### config.mk
export PLATFORM = sky130hd
export DESIGN_NAME = uart_led_cmd
export DESIGN_NICKNAME = d
export VERILOG_FILES = /design/src/rtl/led_cmd_pkg.sv /design/src/rtl/uart_rx_byte.sv /design/src/rtl/uart_led_cmd.sv
export SDC_FILE = /design/constraint.sdc
export NUM_CORES = 1
export LEC_CHECK = 0
export BUFFER_PORTS_ARGS = -buffer_cell sky130_fd_sc_hd__buf_4
export CAP_MARGIN = 10
export CORE_MARGIN = 10
export CORE_UTILIZATION = 55
export DETAILED_ROUTE_END_ITERATION = 8
export PLACE_DENSITY = 0.72
export RECOVER_POWER = 25
export SLEW_MARGIN = 20
export SYNTH_ARGS = -nofsm -noshare
export SYNTH_HDL_FRONTEND = slang
export SYNTH_SLANG_ARGS = --single-unit
### constraint.sdc
create_clock -name clk -period 5.05 [get_ports clk]
set_input_delay 0.2525 -clock clk [delete_from_list [all_inputs] [get_ports clk]]
set_output_delay 0.2525 -clock clk [all_outputs]
set_load 0.03 [all_outputs]
### src/rtl/led_cmd_pkg.sv
// Shared types and constants for the UART LED command front end.
package led_cmd_pkg;

  typedef enum logic [2:0] {
    IDLE,
    START,
    DATA,
    STOP,
    WAIT_HIGH
  } rx_state_t;

  localparam logic [7:0] ASCII_0 = 8'h30;
  localparam logic [7:0] ASCII_7 = 8'h37;
  localparam logic [7:0] ASCII_C = 8'h43;
  localparam logic [7:0] ASCII_c = 8'h63;

  function automatic int clks_per_bit(input int clk_freq, input int baud);
    return clk_freq / baud;
  endfunction

endpackage

### src/rtl/uart_rx_byte.sv
// 8N1 UART byte receiver: rx synchronizer, framing FSM and shift register.
//
// state     | meaning
// IDLE      | line idle, waiting for a low level on rx_s
// START     | timing to mid start bit; high there means a glitch
// DATA      | sampling 8 data bits LSB first, one per bit period
// STOP      | waiting for the stop-bit sample point
// WAIT_HIGH | stop bit was low (framing error/break), wait for line high
module uart_rx_byte
  import led_cmd_pkg::*;
#(
  parameter int CLKS_PER_BIT = 16
) (
  input  logic       clk,
  input  logic       reset,
  input  logic       rx,
  output logic [7:0] data,
  output logic       data_valid,
  output logic       frame_err
);

  localparam int CW = $clog2(CLKS_PER_BIT);
  localparam logic [CW-1:0] HALF_M1 = CW'(CLKS_PER_BIT / 2 - 1);
  localparam logic [CW-1:0] FULL_M1 = CW'(CLKS_PER_BIT - 1);

  logic            rx_m, rx_s;
  rx_state_t       state_q, state_d;
  logic [CW-1:0]   cnt_q, cnt_d;
  logic [2:0]      bit_q, bit_d;
  logic [7:0]      shift_q, shift_d;
  logic            dv_d, fe_d;

  always_ff @(posedge clk) begin
    if (reset) begin
      rx_m       <= 1'b1;
      rx_s       <= 1'b1;
      state_q    <= IDLE;
      cnt_q      <= '0;
      bit_q      <= '0;
      shift_q    <= '0;
      data_valid <= 1'b0;
      frame_err  <= 1'b0;
    end else begin
      rx_m       <= rx;
      rx_s       <= rx_m;
      state_q    <= state_d;
      cnt_q      <= cnt_d;
      bit_q      <= bit_d;
      shift_q    <= shift_d;
      data_valid <= dv_d;
      frame_err  <= fe_d;
    end
  end

  // Counter is held at zero while waiting on the line so it never wraps.
  always_comb begin
    state_d = state_q;
    cnt_d   = cnt_q;
    bit_d   = bit_q;
    shift_d = shift_q;
    dv_d    = 1'b0;
    fe_d    = 1'b0;
    unique case (state_q)
      IDLE: begin
        cnt_d = '0;
        if (!rx_s) state_d = START;
      end
      START: begin
        if (cnt_q == HALF_M1) begin
          cnt_d = '0;
          bit_d = '0;
          state_d = rx_s ? IDLE : DATA;
        end else begin
          cnt_d = cnt_q + 1'b1;
        end
      end
      DATA: begin
        if (cnt_q == FULL_M1) begin
          cnt_d   = '0;
          shift_d = {rx_s, shift_q[7:1]};
          bit_d   = bit_q + 3'd1;
          if (bit_q == 3'd7) state_d = STOP;
        end else begin
          cnt_d = cnt_q + 1'b1;
        end
      end
      STOP: begin
        if (cnt_q == FULL_M1) begin
          cnt_d = '0;
          if (rx_s) begin
            dv_d    = 1'b1;
            state_d = IDLE;
          end else begin
            fe_d    = 1'b1;
            state_d = WAIT_HIGH;
          end
        end else begin
          cnt_d = cnt_q + 1'b1;
        end
      end
      WAIT_HIGH: begin
        cnt_d = '0;
        if (rx_s) state_d = IDLE;
      end
      default: begin
        cnt_d   = '0;
        state_d = IDLE;
      end
    endcase
  end

  assign data = shift_q;

endmodule

### src/rtl/uart_led_cmd.sv
// UART command front end: decodes received ASCII bytes into the LED cmd register.
module uart_led_cmd
  import led_cmd_pkg::*;
#(
  parameter int CLK_FREQ = 50000000,
  parameter int BAUD     = 9600
) (
  input  logic       clk,
  input  logic       reset,
  input  logic       rx,
  output logic [2:0] cmd,
  output logic       cmd_stb,
  output logic       cmd_err,
  output logic       frame_err
);

  localparam int CLKS_PER_BIT = clks_per_bit(CLK_FREQ, BAUD);

  if (CLKS_PER_BIT < 4) begin : g_bad_baud
    $error("uart_led_cmd: CLK_FREQ/BAUD must be at least 4");
  end

  logic [7:0] rx_data;
  logic       rx_valid;
  logic       rx_frame_err;
  logic       is_digit, is_clear;

  uart_rx_byte #(.CLKS_PER_BIT(CLKS_PER_BIT)) u_rx (
    .clk        (clk),
    .reset      (reset),
    .rx         (rx),
    .data       (rx_data),
    .data_valid (rx_valid),
    .frame_err  (rx_frame_err)
  );

  always_comb begin
    is_digit = (rx_data >= ASCII_0) && (rx_data <= ASCII_7);
    is_clear = (rx_data == ASCII_C) || (rx_data == ASCII_c);
  end

  // frame_err is re-registered so all three pulses share the same latency.
  always_ff @(posedge clk) begin
    if (reset) begin
      cmd       <= 3'd0;
      cmd_stb   <= 1'b0;
      cmd_err   <= 1'b0;
      frame_err <= 1'b0;
    end else begin
      cmd_stb   <= 1'b0;
      cmd_err   <= 1'b0;
      frame_err <= rx_frame_err;
      if (rx_valid) begin
        if (is_digit) begin
          cmd     <= rx_data[2:0];
          cmd_stb <= 1'b1;
        end else if (is_clear) begin
          cmd     <= 3'd0;
          cmd_stb <= 1'b1;
        end else begin
          cmd_err <= 1'b1;
        end
      end
    end
  end

endmodule

==> results_dict.tcl, run 1 <==
set metrics [dict create \
    run_status "finished clean" \
    hold_viol_final 0 \
    syn_inst 184 \
    drc 0 \
    postCtsSetupBuffers 0 \
    ios 9 \
    fill_cells 279 \
    powerDensity_nw_per_um2 256 \
    n_antenna_cell 0 \
    port_buffers 8 \
    die_area_um2 5930 \
    ys_async_sr_fraction_pct 0 \
    relSlewSlack_pct 30.1 \
    tns_ns 0 \
    setup_viol 0 \
    antenna_found_initial 0 \
    ctsHtreeMaxLevel 2 \
    cts.sinks 37 \
    end_kind "register" \
    ys_warn_count 0 \
    dp_hpwl_um 2270 \
    fin_util_pct 61.5 \
    drt-initial-drc-count 112 \
    syn_area_per_cell_um2 9.72 \
    synthFlopType "dfxtp_1" \
    synthTopCellsByCount "dfxtp_1 (37), nand3_1 (15), a21oi_1 (12), o21ai_0 (12), nor3_2 (10)" \
    arrival_ns 2.18 \
    num_vias 1339 \
    vias_per_cell 5.67 \
    grt_pass1_vias 1320 \
    worstSetupPathType "register to register" \
    drive_above_1_share_pct 19.3 \
    cp_max_fo 14 \
    wl_um 3160 \
    clock_skew_ns 0.0138 \
    timing.final.crit_share_pct 39.4 \
    p_leak_nw 0.612 \
    nNetsFinal 197 \
    die_w_um 77.0 \
    total_power_mw 0.485 \
    cts_made_buffers 5 \
    yosys-top-cells-area "dfxtp_1 (41%), nor3_2 (5.6%), nand3_1 (4.2%)" \
    required_ns 5.24 \
    tightest_slew_ns 1.05 \
    clk_path_buf_depth 2 \
    start_kind "register" \
    synth.distinct_cells 50 \
    rows 20 \
    grt_first_pass_wirelength_um 5800 \
    post-route-min-period_ns 1.99 \
    drt-pass1-iter-count 4 \
    drtAntennaViolNets 0 \
    synth-edff-count 0 \
    clock-root-buffer "clkbuf_4" \
    syn_nets 190 \
    postCtsHoldBufs 0 \
    clk_latency_ns 0.33 \
    drv_cap 0 \
    yosysTopAreaCell "dfxtp_1" \
    cts_resized 0 \
    finalMaxSlewViolations 0 \
    synth_area_um2 1790 \
    ys_ff_latch 37 \
    placed_cells 228 \
    initial_utilization_pct 58.1 \
    synth.most_common_cell "dfxtp_1" \
    coreArea_um2 3080 \
    netlist.area_leader.share_pct 41.4 \
    cts_tree "built" \
    seq_area_frac_synth_pct 41.4 \
    track_usage_pct 11.3 \
    place_congestion 0.896 \
    clk_pin_slew_ns 0.11 \
    rsz0062_at_grt "no" \
    hold_path_class "input port to register" \
    die_y_um 77.0 \
    grt_overflow 0 \
    wl_per_cell_um 13.4 \
    grt_max_degree 28 \
    fmax_mhz 503 \
    syn2layout_area_growth_pct 5.81 \
    vdd_drop_max_uv 167 \
    final_cells 236 \
]
==> layer usage <==
metal  up-vias  track usage (%)  share of wire, %
li1        678                -                 -
met1       640             14.6                52
met2        16             17.6                44
met3         5             3.15               3.0
met4         0             4.01              0.98
met5         -                0                 0
==> flip-flops by register name (all words and copies together), names as in the netlist <==
name             count
u_rx.cnt_q          13
u_rx.data            8
cmd                  3
u_rx.bit_q           3
u_rx.state_q         3
cmd_err              1
cmd_stb              1
frame_err            1
u_rx.data_valid      1
u_rx.frame_err       1
u_rx.rx_m            1
u_rx.rx_s            1
==> final cells by class <==
class | count | area (um^2) | area share, %
Clock inverter | 1 | 5.00 | 0.265
Tap cell | 44 | 55.1 | 2.91
Multi-Input combinational cell | 132 | 962 | 50.9
Clock buffer | 7 | 65.1 | 3.44
Sequential cell | 37 | 741 | 39.2
Timing Repair Buffer | 9 | 41.3 | 2.18
Inverter | 6 | 22.5 | 1.19
==> path summary, 6_finish.rpt <==
path,startpoint,to,slack (ns),depth (start not counted)
setup / recovery,u_rx.cnt_q[0]$_SDFF_PP0_,u_rx.cnt_q[2]$_SDFF_PP0_,3.06,5
hold / removal,rx,u_rx.rx_m$_SDFF_PP1_,0.1,2
setup reg to reg,u_rx.cnt_q[0]$_SDFF_PP0_,u_rx.cnt_q[2]$_SDFF_PP0_,3.06,5
hold reg to reg,u_rx.rx_m$_SDFF_PP1_,u_rx.rx_s$_SDFF_PP1_,0.43,1
==> metrics by stage <==
stage	area, um^2	hold WS [ns]	setup slack (ns)
6_report	1890	0.0989	3.06
4_1_cts	1920	0.0894	3.05
3_5_place_dp	1850	0.403	3.07
5_1_grt	1890	0.0758	2.89
3_3_place_gp	1850	0.395	3.13
2_1_floorplan	1790	0.356	3.38
==> placed cells by master, fill, tap and decap left out, types with 2 or more instances in the layout <==
master     n
nor3_2    10
o22ai_1    3
o21ai_0   11
a21oi_1   12
buf_4      2
inv_1      6
nand3_1   15
dfxtp_1   37
nand2_1    6
clkbuf_8   2
xor2_1     7
or2_2      3
nor3b_1    5
clkbuf_4   5
nand4_1    3
xnor2_1    5
and3_1     3
nand2b_1   4
clkbuf_1   7
ha_1       3
nor3_1     7
nor2_1     7
o32ai_1    2
==> cell families (layout without fill, tap and decap cells) <==
group	Yosys count	after routing	synth area share, %
adder cells (fa/ha/maj)	3	3	2.10
flip-flops	37	37	41.4
multiplexers	1	1	0.630
XOR/XNOR	12	12	5.88
buffers and inverters	15	23	4.76
AND/OR/NAND/NOR	78	78	30.5
AO/OA/AOI/OAI	38	38	14.7
==> worst max-delay path, stage by stage (launching register included) <==
cell       delay, ns
dfxtp_1         0.38
ha_1            0.25
and3_1          0.29
and4_4          0.37
a2bb2oi_4       0.46
nor3_1          0.12
==> power by group <==
| part | leakage [nW] | total, mW | internal, mW | switching (mW) |
|---|---|---|---|---|
| clock | 0.0413 | 0.172 | 0.0807 | 0.0914 |
| combinational | 0.272 | 0.0172 | 0.00570 | 0.0115 |
| sequential | 0.298 | 0.295 | 0.293 | 0.00231 |
Note: power is estimated with default switching activity, not from simulation.
==> run 2, diff against run 1 <==
clock period = 2.07 ns   (was 5.05 ns; I/O delays follow)
==> run 2 against run 1 <==
Final cell count grew 1.3%. Critical path depth grew 1. Total power grew 150%. Design area grew 2.4%. Count of clock-buffer cells in the layout is the same. Worst hold slack gained 0.0038 ns. Non-clock buffer count grew 3. Largest power group unchanged. Largest cell class unchanged. Routed wire length grew 3.8%. Critical path type unchanged. Critical endpoint is now u_rx.cnt_q[3]$_SDFF_PP0_.
==> results_dict.tcl, run 2 (synthesized netlist as in run 1, its figures left out) <==
set metrics [dict create \
    grt_overflow 0 \
    worst_slack_ns 0.199 \
    initial_utilization_pct 58.1 \
    coreArea_um2 3080 \
    rsz0062_at_grt "no" \
    worstReg2RegEnd "u_rx.cnt_q[3]$_SDFF_PP0_" \
    place_congestion 0.870 \
    cts_made_buffers 5 \
    grt_max_degree 28 \
    ctsHtreeMaxLevel 2 \
    p_leak_nw 0.635 \
    cp_max_fo 11 \
    drc 0 \
    post-route-min-period_ns 1.87 \
    post-route-cell-area_um2 1940 \
    arrival_ns 2.08 \
    finalMaxSlewViolations 0 \
    hold-path-cell-count 2 \
    ios 9 \
    final_cell_mix "dfxtp_1 (37), nand3_1 (15), a21oi_1 (12)" \
    relSlewSlack_pct 47.3 \
    timing.final.crit_share_pct 90.4 \
    hp-start "reset" \
    die_area_um2 5930 \
    grt_first_pass_wirelength_um 5820 \
    regMostFlops "u_rx.cnt_q" \
    cts.sinks 37 \
    min_to "u_rx.data[2]$_SDFFE_PP0P_" \
    drtAntennaViolNets 0 \
    cts_tree "built" \
    drt-pass1-iter-count 4 \
    clock-root-buffer "clkbuf_4" \
    fill_cells 275 \
    postCtsSetupBuffers 0 \
    multiInputGateArea_um2 966 \
    largest_reg_flops 13 \
    clock_skew_ns 0.00423 \
    postCtsHoldBufs 1 \
    nNetsFinal 200 \
    drv_cap 0 \
    drt-initial-drc-count 94 \
    powerDensity_nw_per_um2 619 \
    fmax_mhz 534 \
    wl_per_cell_um 13.7 \
    tns_ns 0 \
    syn2layout_area_growth_pct 8.33 \
    run_status "finished clean" \
    clk_path_buf_depth 2 \
    die_w_um 77.0 \
    fin_util_pct 62.9 \
    die_y_um 77.0 \
    reg2reg_from "u_rx.cnt_q[0]$_SDFF_PP0_" \
    hold_path_class "input port to register" \
    dp_hpwl_um 2350 \
    regArea_um2 741 \
    wl_um 3280 \
    drive_above_1_share_pct 21.0 \
    layout_commonest_cell "dfxtp_1" \
    setup_viol 0 \
    required_ns 2.28 \
    cts_resized 0 \
    place_ws_ns 0.260 \
    worstSetupPathType "register to register" \
    start_kind "register" \
    end_kind "register" \
    clk_latency_ns 0.35 \
    n_antenna_cell 0 \
    rows 20 \
    hold_viol_final 0 \
    grt_pass1_vias 1271 \
    tightest_slew_ns 0.790 \
    vias_per_cell 5.78 \
    r2r_cells 6 \
    track_usage_pct 11.7 \
    port_buffers 8 \
    antenna_found_initial 0 \
    reg2reg_setup_slack_ns 0.20 \
    clk_pin_slew_ns 0.11 \
    place_area_um2 1880 \
    num_vias 1382 \
    vdd_drop_max_uv 299 \
]
run 2: critical path, cell delays in order, from the launching register on:
cell,delay [ns]
dfxtp_1,0.39
ha_1,0.25
and3_1,0.32
and4_4,0.31
a2bb2oi_4,0.24
buf_12,0.17
nor3_1,0.06
run 2: final cells by class:
class	count	area share [%]
flip-flops and latches	37	38.2
inverters	6	1.16
multi-input cells	132	49.9
repair buffers	12	4.26
clock buffers	7	3.36
well taps	44	2.84
clock inverters	1	0.258
run 2: worst max-delay path by stage:
stage / startpoint / end / slack (ns)
after floorplan: u_rx.cnt_q[0]$_SDFF_PP0_ / u_rx.state_q[1]$_SDFFE_PP0P_ / 0.40
after global placement: u_rx.cnt_q[0]$_SDFF_PP0_ / u_rx.cnt_q[3]$_SDFF_PP0_ / 0.30
after detailed placement: u_rx.cnt_q[0]$_SDFF_PP0_ / u_rx.cnt_q[3]$_SDFF_PP0_ / 0.26
after CTS: u_rx.cnt_q[0]$_SDFF_PP0_ / u_rx.cnt_q[3]$_SDFF_PP0_ / 0.23
after global routing: u_rx.cnt_q[0]$_SDFF_PP0_ / u_rx.cnt_q[3]$_SDFF_PP0_ / 0.08
final: u_rx.cnt_q[0]$_SDFF_PP0_ / u_rx.cnt_q[3]$_SDFF_PP0_ / 0.20
run 2: metrics by stage:
step                power, mW  std cells  hold slack, ns
floorplan               0.772        184           0.207
global placement        0.782        230           0.290
detailed placement      0.784        230           0.291
CTS                      1.21        239          0.0836
global route             1.24        239           0.108
finish                   1.20        239           0.103
run 2: per-layer routing:
metal	part of all wire (%)	vias up	routed length, um	track usage, %
li1	-	691	-	-
met1	49	653	1590	15.1
met2	44	31	1430	17.3
met3	6.4	7	209	3.38
met4	1.5	0	49	6.02
met5	0	-	0	0
run 2: power breakdown:
part	switching (mW)	internal, mW
Combinational	0.0287	0.0197
Clock	0.233	0.197
Sequential	0.00574	0.715
Total	0.268	0.931
